<file path="src/rtl/fifo_nibble_packer.sv">
// fifo_nibble_packer: drains a show-ahead nibble FIFO and packs NIBBLES
// nibbles, little-endian, into one wide word on a valid/ready output port.
// A flush request emits a zero-padded partial word once the FIFO is drained.
//
// Output handshake: a word is transferred at a rising clk edge where
// out_valid=1 and out_ready=1. While out_valid=1 and out_ready=0 the
// word (out_data/out_cnt/out_last) holds stable. out_valid never drops
// without an accept.
module fifo_nibble_packer #(
    parameter int  DATA_W  = 4,
    parameter int  NIBBLES = 4,
    localparam int CNT_W   = $clog2(NIBBLES + 1),
    localparam int WORD_W  = DATA_W * NIBBLES,
    localparam int ACC_W   = DATA_W * (NIBBLES - 1)
) (
    input  logic              clk,
    input  logic              rstN,
    input  logic              fifo_empty,
    input  logic [DATA_W-1:0] fifo_rd_data,
    output logic              fifo_rd_en,
    input  logic              flush,
    output logic [WORD_W-1:0] out_data,
    output logic [CNT_W-1:0]  out_cnt,
    output logic              out_last,
    output logic              out_valid,
    input  logic              out_ready,
    output logic              busy,
    output logic [15:0]       word_count
);

    localparam logic [CNT_W-1:0] LAST_IDX = CNT_W'(NIBBLES - 1);
    localparam logic [CNT_W-1:0] FULL_CNT = CNT_W'(NIBBLES);

    // Only the lower NIBBLES-1 nibbles are ever held; the final nibble of a
    // word goes straight from the FIFO head into the output register.
    logic [ACC_W-1:0] acc;
    logic [CNT_W-1:0] cnt;
    logic             flush_pend;

    logic slot_free;
    logic at_last;
    logic pop;
    logic accept;
    logic word_done;
    logic flush_emit;
    logic flush_done;

    // Handshake and pop/flush decode from registered state and inputs.
    always_comb begin
        slot_free  = !out_valid || out_ready;
        at_last    = (cnt == LAST_IDX);
        pop        = rstN && !fifo_empty && (!at_last || slot_free);
        accept     = out_valid && out_ready;
        word_done  = pop && at_last;
        // Flush is only serviced once the FIFO has nothing left to pop.
        flush_emit = !pop && flush_pend && (cnt != '0) && slot_free;
        flush_done = !pop && flush_pend && ((cnt == '0) || slot_free);
        fifo_rd_en = pop;
        busy       = (cnt != '0) || out_valid || flush_pend;
    end

    // Output register: loads a full or flushed word, otherwise clears
    // valid when the presented word is accepted.
    always_ff @(posedge clk) begin
        if (!rstN) begin
            out_data   <= '0;
            out_cnt    <= '0;
            out_last   <= 1'b0;
            out_valid  <= 1'b0;
            word_count <= '0;
        end else begin
            if (accept) begin
                word_count <= word_count + 16'd1;
            end
            if (word_done) begin
                out_data  <= {fifo_rd_data, acc};
                out_cnt   <= FULL_CNT;
                out_last  <= 1'b0;
                out_valid <= 1'b1;
            end else if (flush_emit) begin
                out_data  <= {{DATA_W{1'b0}}, acc};
                out_cnt   <= cnt;
                out_last  <= 1'b1;
                out_valid <= 1'b1;
            end else if (accept) begin
                out_valid <= 1'b0;
            end
        end
    end

    // Accumulator, fill index and sticky flush request.
    always_ff @(posedge clk) begin
        if (!rstN) begin
            acc        <= '0;
            cnt        <= '0;
            flush_pend <= 1'b0;
        end else begin
            if (word_done || flush_emit) begin
                acc <= '0;
                cnt <= '0;
            end else if (pop) begin
                for (int k = 0; k < NIBBLES - 1; k++) begin
                    if (cnt == CNT_W'(k)) begin
                        acc[k*DATA_W +: DATA_W] <= fifo_rd_data;
                    end
                end
                cnt <= cnt + CNT_W'(1);
            end
            // Repeated pulses while pending simply keep the bit set.
            flush_pend <= (flush_pend && !flush_done) || flush;
        end
    end

endmodule

</file>
<file path="config.mk">
export PLATFORM = sky130hd
export DESIGN_NAME = fifo_nibble_packer
export DESIGN_NICKNAME = d
export VERILOG_FILES = /design/src/rtl/fifo_nibble_packer.sv
export SDC_FILE = /design/constraint.sdc
export NUM_CORES = 1
export LEC_CHECK = 0
export BUFFER_PORTS_ARGS = -buffer_cell sky130_fd_sc_hd__buf_2
export CAP_MARGIN = 40
export CORE_MARGIN = 2
export CORE_UTILIZATION = 35
export CTS_BUF_LIST = sky130_fd_sc_hd__clkbuf_8
export DETAILED_ROUTE_END_ITERATION = 12
export PLACE_DENSITY_LB_ADDON = 0.25
export SYNTH_ARGS = -nofsm -noshare
export SYNTH_HDL_FRONTEND = slang
export SYNTH_SLANG_ARGS = --single-unit
</file>
<file path="constraint.sdc">
create_clock -name clk -period 2.15 [get_ports clk]
set_input_delay 0.43 -clock clk [delete_from_list [all_inputs] [get_ports clk]]
set_output_delay 0.43 -clock clk [all_outputs]
set_load 0.01 [all_outputs]
</file>
==> impl_metrics.env <==
export IMPL_status="completed"
export IMPL_slew_viol_final=0
export IMPL_cp_endpoint="busy"
export IMPL_reg2reg_from="word_count[0]"
export IMPL_placementRows=28
export IMPL_met1_length_mm=2.19
export IMPL_power_per_cell_area_nw_per_um2=634
export IMPL_fin_crit_sh=0.918
export IMPL_dr_pass1_iters=4
export IMPL_tns_ns=0
export IMPL_ys_flop_type="dfxtp_1"
export IMPL_synth_top_area_share=0.482
export IMPL_grt_start_max_net_pins=19
export IMPL_die_x_um=83.3
export IMPL_syn_area_per_cell_um2=9.21
export IMPL_synth_seq_cells=53
export IMPL_start_util=0.368
export IMPL_route_detailed_drc=0
export IMPL_synth_commonest_cells="53 x dfxtp_1, 33 x nand2_1, 26 x mux2i_1"
export IMPL_min_period_ns=1.97
export IMPL_cp_depth=5
export IMPL_area_growth_pct=19.6
export IMPL_worst_path_buf_inv=2
export IMPL_track_usage=0.134
export IMPL_hold_violations=0
export IMPL_n_antenna_cell=0
export IMPL_postCtsSetupBuffers=0
export IMPL_synthDistinctLibCells=34
export IMPL_synth_most_common_cell="dfxtp_1"
export IMPL_r2r_cells=5
export IMPL_slowest_delay_ns=0.37
export IMPL_required_ns=1.72
export IMPL_postCtsHoldBufs=0
export IMPL_synthArstFlopShare=0
export IMPL_r2r_end="word_count[14]"
export IMPL_cts_clk_slew_worst_paths_ns=0.09
export IMPL_antenna_found_initial=0
export IMPL_post_drt_via_cell_ratio=4.87
export IMPL_n_fill_cell=602
export IMPL_ys_warn_count=0
export IMPL_antenna_left=0
export IMPL_startpoint="cnt[0]"
export IMPL_routed_wl_mm=4.50
export IMPL_clockBufferDepth=2
export IMPL_power_leakage_nw=1.14
export IMPL_drt_iter0_drc=53
export IMPL_crit_chain="inv_1 > ha_1 > nand2b_1 > or3_1 > buf_2"
export IMPL_vias=1793
export IMPL_startpoint_type="flop"
export IMPL_crit_fanout=5
export IMPL_dieArea_um2=6940
export IMPL_netlist_area_um2=2200
export IMPL_wl_met2_mm=2.08
export IMPL_cp_slowest_cell="dfxtp_1"
export IMPL_gp_congestion=0.768
export IMPL_cts_sinks=53
export IMPL_synthCells=239
export IMPL_grt_overflow_total=0
export IMPL_grt_pass1_vias=1724
export IMPL_met3WireLength_um=152
export IMPL_hpwl_mm=3.31
export IMPL_seq_area_frac_synth=0.482
export IMPL_cts_resized_gates=0
export IMPL_top_layer="met4"
export IMPL_routedWlPerCell_um=12.2
export IMPL_grt_pass1_wl_mm=7.57
export IMPL_hold_path_class="in -> reg"
export IMPL_critPathArrivalTime_ns=1.54
export IMPL_fin_nets=307
export IMPL_slew_headroom=0.661
export IMPL_fmax_mhz=507
export IMPL_clock_skew_ns=0.00972
export IMPL_cts_buffers=5
export IMPL_cp_end_kind="output pin"
export IMPL_clkLatencyLatePin_ns=0.30
export IMPL_h_tree_depth=2
export IMPL_drv_cap=0
export IMPL_die_y_um=83.3
export IMPL_rrSetupSlack_ns=0.29
export IMPL_ir_drop_mv=0.341
export IMPL_synth_nets=254
export IMPL_drive_gt1_frac=0.218
export IMPL_hold_worst_slack_ns=0.385
export IMPL_worst_pin_slew_ns=0.506
export IMPL_num_io_pins=48
export IMPL_grt_setup_unrepaired="false"
export IMPL_tritoncts="done"
export IMPL_clockRootBuffer="clkbuf_8"
export IMPL_fp_coreArea_um2=5990
export IMPL_cp_top_family="simple AND/OR/NAND/NOR gates"
export IMPL_worstSetupPathType="reg -> out"
export IMPL_io_buffers=47
export IMPL_setup_violations=0
export IMPL_synth_edf_count=0
export IMPL_synth_area_leaders="dfxtp_1 48%, mux2i_1 12%, nand2_1 5.6%, nor2_1 4.3%, ha_1 3.4%"
export IMPL_yosysTopAreaCell="dfxtp_1"
[per-layer routing]
metal | vias to the layer above | track usage
li1 | 934 | -
met5 | - | 0
met2 | 32 | 0.229
met1 | 822 | 0.159
met4 | 0 | 0.0551
met3 | 5 | 0.0338
[placed cells by master (no fill, tap or decap), types with 2 or more instances in the layout]
cell type,count
or3_1,8
ha_1,6
nor2b_1,2
nand2b_1,2
xnor2_1,6
inv_1,12
o2bb2ai_1,4
a21oi_1,14
or4_1,2
nand3_1,7
buf_4,7
nand4_1,5
xor2_1,2
buf_2,47
clkbuf_8,5
dfxtp_1,53
mux2i_1,26
nand2_1,33
nor4_1,4
o21ai_0,8
a31oi_1,2
nor2_1,25
[layout make-up]
cell class / instances / area, um2 / area share
Tap cell: 75 / 93.8 / 0.0356
Clock inverter: 3 / 15.0 / 0.00570
Clock buffer: 5 / 68.8 / 0.0261
Inverter: 11 / 41.3 / 0.0157
Multi-Input combinational cell: 167 / 1070 / 0.405
Sequential cell: 53 / 1060 / 0.403
Timing Repair Buffer: 54 / 288 / 0.109
[worst min-delay path by stage]
stage / slack, ns / depth (start not counted) / endpoint / start
after floorplan: 0.44 / 2 / out_data[0] / acc[0]
after global placement: 0.43 / 2 / out_data[15] / out_data[15]
after detailed placement: 0.44 / 2 / out_data[13] / out_data[13]
after CTS: 0.37 / 2 / out_data[15] / fifo_rd_data[3]
after global routing: 0.37 / 2 / out_data[15] / fifo_rd_data[3]
final: 0.38 / 2 / out_data[15] / fifo_rd_data[3]
[power by group]
part	total [W]	switching [W]	leakage [nW]	internal (W)
logic	0.000130	0.0000778	0.668	0.0000518
clock network	0.000531	0.000309	0.0467	0.000222
registers	0.00101	0.0000120	0.428	0.000997
total	0.00167	0.000399	1.14	0.00127
[sequential cells by signal, summed over array words and instances, names as in the netlist]
name        flops
cnt             3
acc            12
flush_pend      1
out_cnt         3
out_data       16
out_valid       1
out_last        1
word_count     16
[kinds of logic after synthesis]
group | synth area share
simple gates | 0.207
compound gates | 0.0932
xor+xnor | 0.0318
fa+ha+maj | 0.0341
flops | 0.482
buf+inv | 0.0341
mux | 0.118
[metrics by stage]
stage                     utilization  total power (W)  area [um2]  instances  setup slack, ns
after floorplan                     -          0.00111        2200        239            0.384
after global placement          0.426          0.00116        2550        360            0.244
after detailed placement        0.426          0.00116        2550        360            0.212
after CTS                       0.440          0.00170        2630        368            0.148
after global routing            0.440          0.00175        2630        368           0.0601
final                           0.440          0.00167        2630        368            0.176
[worst reg2reg max path, stage by stage, from the launching register on]
cell and delay, ns:
dfxtp_1 0.39, ha_1 0.19, nand2_1 0.14, or4_1 0.60, or3_1 0.33, a21oi_1 0.13
(Power assumes the default switching activity.)
